File: src/rtl/oak_core.sv
// ---------------------------------------------------------------------------
// oak_core: two-phase (fetch/execute) register-machine core with flags, data
// RAM, conditional branches and halt.                              rev 1.0
// ---------------------------------------------------------------------------
`default_nettype none

module oak_core #(
  parameter int DATA_W = 8,
  parameter int RAM_AW = 5,
  parameter int PC_W   = 8
) (
  input  logic              sysclk,
  input  logic              reset,
  input  logic              run,
  output logic [PC_W-1:0]   imem_addr,
  input  logic [23:0]       imem_rdata,
  output logic [DATA_W-1:0] dout,
  output logic              dout_valid,
  output logic              flag_z,
  output logic              flag_c,
  output logic              halted
);

  typedef enum logic [1:0] {
    S_FETCH = 2'd0,
    S_EXEC  = 2'd1,
    S_HALT  = 2'd2
  } state_t;

  localparam logic [3:0] OP_LDI  = 4'h1;
  localparam logic [3:0] OP_ADD  = 4'h2;
  localparam logic [3:0] OP_SUB  = 4'h3;
  localparam logic [3:0] OP_AND  = 4'h4;
  localparam logic [3:0] OP_OR   = 4'h5;
  localparam logic [3:0] OP_XOR  = 4'h6;
  localparam logic [3:0] OP_NOT  = 4'h7;
  localparam logic [3:0] OP_MOV  = 4'h8;
  localparam logic [3:0] OP_LD   = 4'h9;
  localparam logic [3:0] OP_ST   = 4'hA;
  localparam logic [3:0] OP_OUT  = 4'hB;
  localparam logic [3:0] OP_JMP  = 4'hC;
  localparam logic [3:0] OP_JEQ  = 4'hD;
  localparam logic [3:0] OP_JNE  = 4'hE;
  localparam logic [3:0] OP_HALT = 4'hF;

  state_t state, state_nxt;

  logic [DATA_W-1:0] regs [16];
  logic [DATA_W-1:0] ram  [2**RAM_AW];
  logic [PC_W-1:0]   pc;

  logic [3:0]        op, rd, ra, rb;
  logic [7:0]        imm;
  logic [DATA_W-1:0] a_val, b_val, imm_ext, result;
  logic [DATA_W:0]   wide;
  logic              carry, wr_en, flag_en, exec;
  logic [PC_W-1:0]   pc_nxt;
  logic [RAM_AW-1:0] ram_addr;

  assign op        = imem_rdata[23:20];
  assign rd        = imem_rdata[19:16];
  assign ra        = imem_rdata[15:12];
  assign rb        = imem_rdata[11:8];
  assign imm       = imem_rdata[7:0];
  assign imm_ext   = DATA_W'(imm);
  assign ram_addr  = imm[RAM_AW-1:0];
  assign a_val     = regs[ra];
  assign b_val     = regs[rb];
  assign exec      = (state == S_EXEC);
  assign imem_addr = pc;
  assign halted    = (state == S_HALT);

  always_ff @(posedge sysclk) begin
    if (reset) state <= S_FETCH;
    else       state <= state_nxt;
  end

  always_comb begin
    state_nxt = state;
    case (state)
      S_FETCH: if (run) state_nxt = S_EXEC;
      S_EXEC:  state_nxt = (op == OP_HALT) ? S_HALT : S_FETCH;
      S_HALT:  state_nxt = S_HALT;
      default: state_nxt = S_FETCH;
    endcase
  end

  // Result, write-enable and flag-enable decode for the instruction in EXEC.
  always_comb begin
    wide    = '0;
    result  = '0;
    carry   = 1'b0;
    wr_en   = 1'b0;
    flag_en = 1'b0;
    case (op)
      OP_LDI: begin result = imm_ext; wr_en = 1'b1; end
      OP_ADD: begin
        wide    = {1'b0, a_val} + {1'b0, b_val};
        result  = wide[DATA_W-1:0];
        carry   = wide[DATA_W];
        wr_en   = 1'b1;
        flag_en = 1'b1;
      end
      OP_SUB: begin
        wide    = {1'b0, a_val} - {1'b0, b_val};
        result  = wide[DATA_W-1:0];
        carry   = wide[DATA_W];
        wr_en   = 1'b1;
        flag_en = 1'b1;
      end
      OP_AND: begin result = a_val & b_val; wr_en = 1'b1; flag_en = 1'b1; end
      OP_OR:  begin result = a_val | b_val; wr_en = 1'b1; flag_en = 1'b1; end
      OP_XOR: begin result = a_val ^ b_val; wr_en = 1'b1; flag_en = 1'b1; end
      OP_NOT: begin result = ~a_val;        wr_en = 1'b1; flag_en = 1'b1; end
      OP_MOV: begin result = a_val;         wr_en = 1'b1; end
      OP_LD:  begin result = ram[ram_addr]; wr_en = 1'b1; end
      default: ;
    endcase
  end

  // HALT leaves pc on the HALT instruction itself.
  always_comb begin
    pc_nxt = pc + PC_W'(1);
    case (op)
      OP_JMP:  pc_nxt = imm[PC_W-1:0];
      OP_JEQ:  if (a_val == b_val) pc_nxt = imm[PC_W-1:0];
      OP_JNE:  if (a_val != b_val) pc_nxt = imm[PC_W-1:0];
      OP_HALT: pc_nxt = pc;
      default: ;
    endcase
  end

  always_ff @(posedge sysclk) begin
    if (reset) begin
      pc         <= '0;
      dout       <= '0;
      dout_valid <= 1'b0;
      flag_z     <= 1'b0;
      flag_c     <= 1'b0;
      for (int i = 0; i < 16; i++) regs[i] <= '0;
    end else begin
      dout_valid <= 1'b0;
      if (exec) begin
        pc <= pc_nxt;
        if (wr_en) regs[rd] <= result;
        if (flag_en) begin
          flag_z <= (result == '0);
          flag_c <= carry;
        end
        if (op == OP_OUT) begin
          dout       <= a_val;
          dout_valid <= 1'b1;
        end
      end
    end
  end

  // Data RAM carries no reset; a store in flight when reset hits is dropped.
  always_ff @(posedge sysclk) begin
    if (!reset && exec && (op == OP_ST)) ram[ram_addr] <= a_val;
  end

endmodule

`default_nettype wire

File: config.mk
export PLATFORM = sky130hd
export DESIGN_NAME = oak_core
export DESIGN_NICKNAME = d
export VERILOG_FILES = /design/src/rtl/oak_core.sv
export SDC_FILE = /design/constraint.sdc
export NUM_CORES = 1
export LEC_CHECK = 0
export CAP_MARGIN = 40
export CELL_PAD_IN_SITES_DETAIL_PLACEMENT = 0
export CELL_PAD_IN_SITES_GLOBAL_PLACEMENT = 1
export CORE_UTILIZATION = 49
export CTS_CLUSTER_SIZE = 28
export DETAILED_ROUTE_END_ITERATION = 10
export PLACE_DENSITY_LB_ADDON = 0.2
export SYNTH_ARGS = -nofsm -noshare
export SYNTH_HDL_FRONTEND = slang
export SYNTH_SLANG_ARGS = --single-unit
File: constraint.sdc
create_clock -name sysclk -period 8.1 [get_ports sysclk]
set_clock_uncertainty 0.15 [all_clocks]
set_input_delay 1.62 -clock sysclk [delete_from_list [all_inputs] [get_ports sysclk]]
set_output_delay 1.62 -clock sysclk [all_outputs]
set_load 0.05 [all_outputs]
==> metrics.md, run 1 <==
| Metric | Value |
|---|---|
| WL per Instance | 27.2 µm |
| Clock buffer depth | 3 |
| Syn_nets | 1404 |
| Critical Path Sink Type | flop |
| Final core occ | 0.565 |
| Num CTS Buffers | 43 |
| Hold_buf cts | 0 |
| Clock Sinks | 405 |
| Power per cell area | 223 nW/µm² |
| Yosys top cell by area | edfxtp_1 |
| Antenna violations before repair | 2 |
| Leakage power | 7.42 nW |
| Via count of the first global-routing pass | 11600 |
| Clk slew on worst S/H paths | 0.06 ns |
| Final Worst Setup Slack | 1.88 ns |
| Max Freq | 161 MHz |
| # rows | 71 |
| Final setup viols | 0 |
| Starting Density | 0.502 |
| Port bufs | 46 |
| Routed wire length | 52.4 mm |
| Layout area overhead | 12.4% |
| Die ar. | 39800 µm² |
| VDD IR max | 0.000124 V |
| Layout Cells excl Fill | 1927 |
| Setup TNS | 0 ns |
| Cells after DPL | 1853 |
| Total Nets Final | 1441 |
| DP HPWL | 35.1 mm |
| Max Cap Viol | 0 |
| Grt total ovfl | 0 |
| Slew HR | 0.398 |
| CTS root buf | clkbuf_16 |
| Largest net degree at the start of global routing | 51 |
| Yosys Warn Count | 0 |
| Synthesized area per cell | 14.1 µm² |
| Number of fill cells | 3077 |
| Io pins | 47 |
| Post-synth EDFFs | 384 |
| Placed inst area | 20200 µm² |
| Total Power | 4.80 mW |
| Hold WC Path Type | flop to flop |
| Arr. time, crit path | 6.57 ns |
| Top-count cell post-synth | edfxtp_1 |
| Setup repair after global routing missed its margin | false |
| Share of the synthesized area in the top cell type | 0.604 |
| GR Util All Layers | 0.270 |
| CORE AREA | 38000 µm² |
| Ant. Diodes | 0 |
| Status | completed |
| Total number of vias | 12100 |
| H-tree Lvls | 2 |
| Crit-path max FO | 36 |
| First-pass GRT wire length | 76.4 mm |
| Yosys reg bits | 405 |
| Crit start category | input port |
| RePlAce Congestion | 0.887 |
| Commonest cells post-synth | edfxtp_1 (384), nor2_1 (210), mux2i_1 (135) |
| CP Class | input port to flop |
| Hold slack | 0.300 ns |
| Period utilization | 0.768 |
| Clock Latency Late Sink | 0.58 ns |
| Postcts setup bufs | 0 |
| Synth unique cells | 64 |
| Largest cells by area after synthesis | edfxtp_1 (60%), mux4_2 (8.0%), mux2i_1 (7.1%), nor2_1 (4.1%), dfxtp_1 (2.2%) |
| Synth Instances | 1350 |
| Place WS | 1.35 ns |
| DRC viols | 0 |
| Share of cells above drive strength 1 | 0.133 |
| Minimum clock period | 6.22 ns |
| Post-synth top flop | edfxtp_1 |
| DIE WIDTH | 199 µm |
| Vias per cell | 6.29 |
| Slew Viols, Final | 0 |
| Critical path required time | 8.45 ns |
| Sequential element share of the synthesized area | 0.626 |
| Least-Margin Pin Slew | 0.899 ns |
| DRT iter0 DRCs | 1392 |
| DIE HEIGHT | 199 µm |
| CTS tree | built |
| Post-Syn Area | 19100 µm² |
| First-pass DRT Iterations | 6 |
| Post-route ant nets | 0 |
| Ys async rst share | 0 |
| Cts repair resizes | 0 |
| Fin area | 21500 µm² |
| Hold Fails Final Rpt | 0 |
==> cell type report <==
type | instances | area [µm²] | share of cell area
clock buffers | 53 | 1110 | 0.0519
clock inverters | 21 | 200 | 0.00932
inverters | 26 | 98.8 | 0.00460
multi-input cells | 829 | 6710 | 0.312
flip-flops and latches | 405 | 12000 | 0.557
well taps | 511 | 639 | 0.0298
repair buffers | 82 | 757 | 0.0353
==> worst paths after layout <==
path                        from  endpoint  slack [ns]  depth (start not counted)
setup / recovery  imem_rdata[15]    flag_z        1.88                         17
hold / removal           dout[6]   dout[6]        0.30                          2
setup reg to reg      regs[6][0]    flag_z        3.55                         16
hold reg to reg          dout[6]   dout[6]        0.30                          2
==> cells by family after synthesis <==
| group | synth area share |
|---|---|
| compound gates | 0.0572 |
| mux | 0.168 |
| xor+xnor | 0.000917 |
| buf+inv | 0.0266 |
| flops | 0.626 |
| fa+ha+maj | 0.0185 |
| simple gates | 0.103 |
==> flip-flops by register name (all words and copies together) (netlist names) <==
register,count
dout_valid,1
regs,128
flag_z,1
flag_c,1
ram,256
state,2
dout,8
imem_addr,8
==> cells in the final DEF (no fill, tap or decap), types with 19 or more instances in the layout <==
master             n
edfxtp_1         384
nor2_1           210
mux2i_1          134
mux4_2            68
nand2_1           67
o22ai_1           66
clkbuf_16         43
clkdlybuf4s50_1   43
a21oi_1           36
buf_4             30
inv_1             25
ha_1              25
nand2b_1          22
dfxtp_1           21
o21ai_0           19
==> worst max-delay path, cell delays in order <==
cell and delay [ns]:
clkdlybuf4s50_1 0.95, mux4_2 0.33, mux2i_1 0.10, mux2i_4 0.17, buf_4 0.41, inv_1 0.12, ha_1 0.26, fa_1 0.45
nor3_1 0.19, a211o_1 0.24, a21oi_1 0.09, or4_1 0.58, nor4_4 0.22, buf_4 0.28, and4b_1 0.22, nand4_1 0.10
o31ai_2 0.21
==> routing by layer <==
layer | track usage | share of wire
met1 | 0.388 | 0.42
met2 | 0.406 | 0.45
met3 | 0.0697 | 0.10
met4 | 0.0772 | 0.027
met5 | 0 | 0.00042
==> power by group <==
group	switching (mW)	total (mW)	internal, mW
registers	0.0141	2.36	2.34
logic	0.370	0.559	0.189
clock network	0.808	1.88	1.07
total	1.19	4.80	3.60
Note: power is estimated with default switching activity, not from simulation.
==> inputs of run 2 (changes only) <==
==> constraint.sdc (replaced) <==
create_clock -name sysclk -period 6.4 [get_ports sysclk]
set_clock_uncertainty 0.15 [all_clocks]
set_input_delay 1.28 -clock sysclk [delete_from_list [all_inputs] [get_ports sysclk]]
set_output_delay 1.28 -clock sysclk [all_outputs]
set_load 0.05 [all_outputs]
==> metrics.md, run 2 (synthesis results as in run 1) <==
| Metric | Value |
|---|---|
| Status | completed |
| Number of fill cells | 3107 (+0.97%) |
| DRT iter0 DRCs | 1344 (-3.4%) |
| Clock Sinks | 405 (unchanged) |
| Num CTS Buffers | 43 (unchanged) |
| Max reg flops | 256 (unchanged) |
| CTS root buf | clkbuf_16 |
| Die ar. | 39800 µm² (unchanged) |
| Fin area | 21700 µm² (+1.0%) |
| Reg2Reg Setup Slack | 2.00 ns (-1.55 ns) |
| Arr. time, crit path | 5.37 ns (-1.20 ns) |
| Port bufs | 46 (unchanged) |
| H-tree Lvls | 2 (unchanged) |
| DIE HEIGHT | 199 µm (unchanged) |
| Vias per cell | 6.24 (-0.83%) |
| Antenna violations before repair | 0 (-2) |
| Routed wire length | 53.3 mm (+1.5%) |
| Layout area overhead | 13.6% |
| VDD IR max | 0.000197 V (+59%) |
| CORE AREA | 38000 µm² (unchanged) |
| Via count of the first global-routing pass | 11700 (+0.57%) |
| Postcts setup bufs | 0 (unchanged) |
| First-pass DRT Iterations | 5 (-1) |
| Share of cells above drive strength 1 | 0.150 (+0.0177) |
| Ant. Diodes | 0 (unchanged) |
| DRC viols | 0 (unchanged) |
| Largest net degree at the start of global routing | 68 (+33%) |
| Leakage power | 7.58 nW (+2.2%) |
| WL per Instance | 27.2 µm (-0.17%) |
| Place WS | 0.652 ns (-0.702 ns) |
| Slew HR | 0.379 (-0.0194) |
| Min-Delay Endpoint | dout[7] |
| Total Power | 6.12 mW (+28%) |
| DIE WIDTH | 199 µm (unchanged) |
| Clock buffer depth | 3 (unchanged) |
| Cell count of the worst reg-to-reg path | 11 (-5) |
| CP Class | input port to flop |
| Hold_buf cts | 0 (unchanged) |
| Cts repair resizes | 0 (unchanged) |
| Clock Latency Late Sink | 0.57 ns (about the same) |
| DP HPWL | 36.5 mm (+4.1%) |
| Hold Path Stages | 2 (unchanged) |
| Grt total ovfl | 0 (unchanged) |
| Most common cell after layout, fill and taps aside | edfxtp_1 |
| # rows | 71 (unchanged) |
| Least-Margin Pin Slew | 0.928 ns (+0.0295 ns) |
| Total Nets Final | 1470 (+2.0%) |
| Crit-path max FO | 16 (-56%) |
| Final Worst Setup Slack | 1.18 ns (-0.699 ns) |
| Io pins | 47 (unchanged) |
| Largest regs | ram: 256 flops, regs: 128 flops |
| Slew Viols, Final | 0 (unchanged) |
| Most frequent cells in the layout | edfxtp_1 (384), nor2_1 (210), mux2i_1 (134) |
| Power per cell area | 282 nW/µm² (+26%) |
| Max Cap Viol | 0 (unchanged) |
| Hold_sp | dout[7] |
| Setup TNS | 0 ns (unchanged) |
| Largest Register | ram |
| Total number of vias | 12200 (+0.87%) |
| RePlAce Congestion | 0.926 (+4.4%) |
| Critical path required time | 6.55 ns (-1.90 ns) |
| R2r startpoint | regs[6][0] |
| Hold Fails Final Rpt | 0 (unchanged) |
| CTS tree | built |
| Setup repair after global routing missed its margin | false |
| Post-route ant nets | 0 (unchanged) |
| Reg-to-Reg End | regs[14][6] |
| Period utilization | 0.816 |
| Starting Density | 0.502 (unchanged) |
| Crit start category | input port |
| Clk slew on worst S/H paths | 0.06 ns (about the same) |
| Minimum clock period | 5.22 ns |
| Critical Path Sink Type | flop |
| Placed inst area | 20300 µm² (+0.88%) |
| Hold slack | 0.305 ns (+0.00467 ns) |
| Final setup viols | 0 (unchanged) |
| GR Util All Layers | 0.276 (+0.00578) |
| Hold WC Path Type | flop to flop |
| First-pass GRT wire length | 78.1 mm (+2.3%) |
| Max Freq | 192 MHz |
-- run 2: power breakdown --
group / total, mW / internal, mW / switching (mW)
Sequential: 2.99 / 2.97 / 0.0250
Combinational: 0.718 / 0.248 / 0.470
Clock: 2.41 / 1.39 / 1.02
-- run 2: critical path, cell delays in order --
cell	delay (ns)
clkdlybuf4s50_1	0.65
buf_4	0.32
mux4_2	0.35
mux4_2	0.53
inv_1	0.10
ha_1	0.33
nor3_1	0.25
a211o_1	0.25
a21oi_1	0.10
or4_1	0.57
nor4_4	0.26
buf_4	0.29
nor2_1	0.07
-- run 2: worst max path at each step --
stage                         from            to  slack [ns]  cells past startpoint
global route        imem_rdata[13]  imem_addr[5]        0.82                     18
CTS                 imem_rdata[13]  imem_addr[4]        1.24                     18
floorplan           imem_rdata[13]   regs[10][6]        0.29                     15
detailed placement  imem_rdata[13]  imem_addr[4]        0.65                     18
finish               imem_rdata[9]   regs[14][6]        1.18                     13
global placement    imem_rdata[12]  imem_addr[2]        0.69                     16
-- run 2: routing by layer --
metal | wire [µm] | track usage | vias to the layer above | share of wire
met1 | 22800 | 0.404 | 6226 | 0.43
li1 | - | - | 5339 | -
met4 | 1180 | 0.0732 | 0 | 0.022
met3 | 5440 | 0.0746 | 68 | 0.10
met2 | 23900 | 0.406 | 602 | 0.45
met5 | 0 | 0 | - | 0
-- run 2: layout make-up --
class                           count  area, µm²  area share
Clock buffer                       56       1190      0.0548
Clock inverter                     22        169     0.00779
Inverter                           26       98.8     0.00456
Multi-Input combinational cell    829       6700       0.309
Sequential cell                   405      12000       0.551
Tap cell                          511        639      0.0295
Timing Repair Buffer              111        940      0.0433
-- run 2: per-stage QoR --
step                 util  instances
CTS                 0.570       1960
floorplan               -       1350
detailed placement  0.535       1882
global route        0.570       1960
global placement    0.534       1876
finish              0.570       1960
==> inputs of run 3 (changes only) <==
==> constraint.sdc (replaced) <==
create_clock -name sysclk -period 5 [get_ports sysclk]
set_clock_uncertainty 0.15 [all_clocks]
set_input_delay 1 -clock sysclk [delete_from_list [all_inputs] [get_ports sysclk]]
set_output_delay 1 -clock sysclk [all_outputs]
set_load 0.05 [all_outputs]
==> metrics.md, run 3 (synthesis results as in run 1) <==
| Metric | Value |
|---|---|
| Cell count of the worst reg-to-reg path | 11 (unchanged) |
| Total Nets Final | 1578 (+7.3%) |
| Crit-path max FO | 16 (unchanged) |
| Share of cells above drive strength 1 | 0.211 (+0.0609) |
| Clock Latency Late Sink | 0.58 ns (about the same) |
| CORE AREA | 38000 µm² (unchanged) |
| Total Power | 8.10 mW (+32%) |
| Postcts setup bufs | 0 (unchanged) |
| Cells after DPL | 1990 (+5.7%) |
| Setup TNS | 0 ns (unchanged) |
| Largest Register | ram |
| Leakage power | 8.18 nW (+8.0%) |
| R2r startpoint | regs[11][0] |
| DIE HEIGHT | 199 µm (unchanged) |
| Critical Path Sink Type | flop |
| Total number of vias | 12700 (+3.6%) |
| Layout area overhead | 19.0% |
| Io pins | 47 (unchanged) |
| Number of fill cells | 3093 (-0.45%) |
| Clock buffer depth | 3 (unchanged) |
| First-pass GRT wire length | 78.8 mm (+0.84%) |
| Final Worst Setup Slack | 0.394 ns (-0.785 ns) |
| GR Util All Layers | 0.278 (+0.00184) |
| Most common cell after layout, fill and taps aside | edfxtp_1 |
| Hold Path Stages | 2 (unchanged) |
| Antenna violations before repair | 0 (unchanged) |
| Ant. Diodes | 0 (unchanged) |
| DRC viols | 0 (unchanged) |
| Power per cell area | 356 nW/µm² (+26%) |
| Place WS | -0.119 ns (-0.771 ns) |
| Via count of the first global-routing pass | 12000 (+3.1%) |
| Slew HR | 0.445 (+0.0659) |
| # rows | 71 (unchanged) |
| First-pass DRT Iterations | 5 (unchanged) |
| VDD IR max | 0.000311 V (+58%) |
| Largest regs | ram: 256 flops, regs: 128 flops |
| Period utilization | 0.921 |
| Grt total ovfl | 0 (unchanged) |
| Fin area | 22700 µm² (+4.8%) |
| H-tree Lvls | 2 (unchanged) |
| Critical path required time | 5.15 ns (-1.40 ns) |
| DRT iter0 DRCs | 1308 (-2.7%) |
| Num CTS Buffers | 43 (unchanged) |
| Most frequent cells in the layout | edfxtp_1 (384), nor2_1 (210), buf_4 (159) |
| RePlAce Congestion | 0.964 (+4.2%) |
| Placed inst area | 21300 µm² (+4.9%) |
| Hold_buf cts | 0 (unchanged) |
| Hold WC Path Type | flop to flop |
| Crit start category | input port |
| Reg2Reg Setup Slack | 0.87 ns (-1.13 ns) |
| Status | completed |
| Arr. time, crit path | 4.76 ns (-0.61 ns) |
| Crit. Startpoint | imem_rdata[15] |
| Max Cap Viol | 0 (unchanged) |
| Largest net degree at the start of global routing | 48 (-29%) |
| Clk slew on worst S/H paths | 0.06 ns (about the same) |
| Hold Fails Final Rpt | 0 (unchanged) |
| Vias per cell | 6.13 (-1.8%) |
| CTS tree | built |
| Min-Delay Endpoint | dout[7] |
| DP HPWL | 37.7 mm (+3.3%) |
| Setup repair after global routing missed its margin | false |
| Routed wire length | 53.6 mm (+0.74%) |
| CTS root buf | clkbuf_16 |
| Layout Cells excl Fill | 2068 (+5.5%) |
| Reg-to-Reg End | regs[10][6] |
| Minimum clock period | 4.61 ns |
| Slew Viols, Final | 0 (unchanged) |
| WL per Instance | 25.9 µm (-4.5%) |
| Starting Density | 0.502 (unchanged) |
| Post-route ant nets | 0 (unchanged) |
| CP Class | input port to flop |
| Hold_sp | dout[7] |
| Clock Sinks | 405 (unchanged) |
| DIE WIDTH | 199 µm (unchanged) |
| Port bufs | 46 (unchanged) |
| Cts repair resizes | 0 (unchanged) |
| Die ar. | 39800 µm² (unchanged) |
| Max Freq | 217 MHz |
| Least-Margin Pin Slew | 0.830 ns (-0.0986 ns) |
| Max reg flops | 256 (unchanged) |
| Final setup viols | 0 (unchanged) |
## run 3: cell count changes in the layout (fill, tap and decap cells not counted), moves of 2 or more
cell / previous run / this run
buf_4: 65 / 159
buf_12: 0 / 14
bufinv_16: 2 / 6
clkbuf_16: 46 / 43
clkinv_2: 9 / 7
clkinvlp_4: 0 / 2
nand2_1: 67 / 65
## run 3: per-layer routing
| layer | vias up | track usage | share of wire |
|---|---|---|---|
| met4 | 0 | 0.0659 | 0.022 |
| met3 | 73 | 0.0523 | 0.094 |
| met1 | 6407 | 0.414 | 0.43 |
| met5 | - | 0 | 0 |
| met2 | 630 | 0.422 | 0.46 |
| li1 | 5571 | - | - |
## run 3: layout make-up
type                            instances  area (µm²)  share of cell area
Sequential cell                       405       12000               0.526
Multi-Input combinational cell        829        6710               0.295
Timing Repair Buffer                  219        1930              0.0847
Clock buffer                           52        1110              0.0488
Tap cell                              511         639              0.0281
Clock inverter                         26         297              0.0130
Inverter                               26        98.8             0.00435
## run 3: per-stage QoR
stage / hold slack [ns] / utilization
detailed placement: 0.296 / 0.561
CTS: 0.304 / 0.598
floorplan: 0.279 / -
global route: 0.328 / 0.598
global placement: 0.290 / 0.561
finish: 0.301 / 0.598
## run 3: worst max path at each step
stage                   endpoint  slack (ns)  cells past startpoint
global route        imem_addr[7]        0.14                     17
finish               regs[10][6]        0.39                     14
detailed placement   regs[10][6]       -0.12                     14
floorplan                 flag_z        0.02                     17
global placement    imem_addr[2]       -0.07                     17
CTS                   regs[6][6]        0.46                     14
## run 3: report_power, final
part	leakage, nW	internal, mW	total, mW	switching (mW)
Sequential	3.82	3.80	3.82	0.0296
Combinational	3.69	0.424	1.06	0.632
Clock	0.682	1.90	3.22	1.32
Total	8.18	6.12	8.10	1.98
## run 3: critical path: stages
cell and delay, ns:
clkdlybuf4s50_1 0.63, buf_4 0.29, nor2_1 0.27, a22oi_1 0.16
nand2_1 0.22, inv_1 0.15, fa_1 0.48, nor3_1 0.20
a211o_1 0.15, a21oi_1 0.06, or4_1 0.58, nor4_4 0.18
buf_4 0.30, nor2_1 0.07
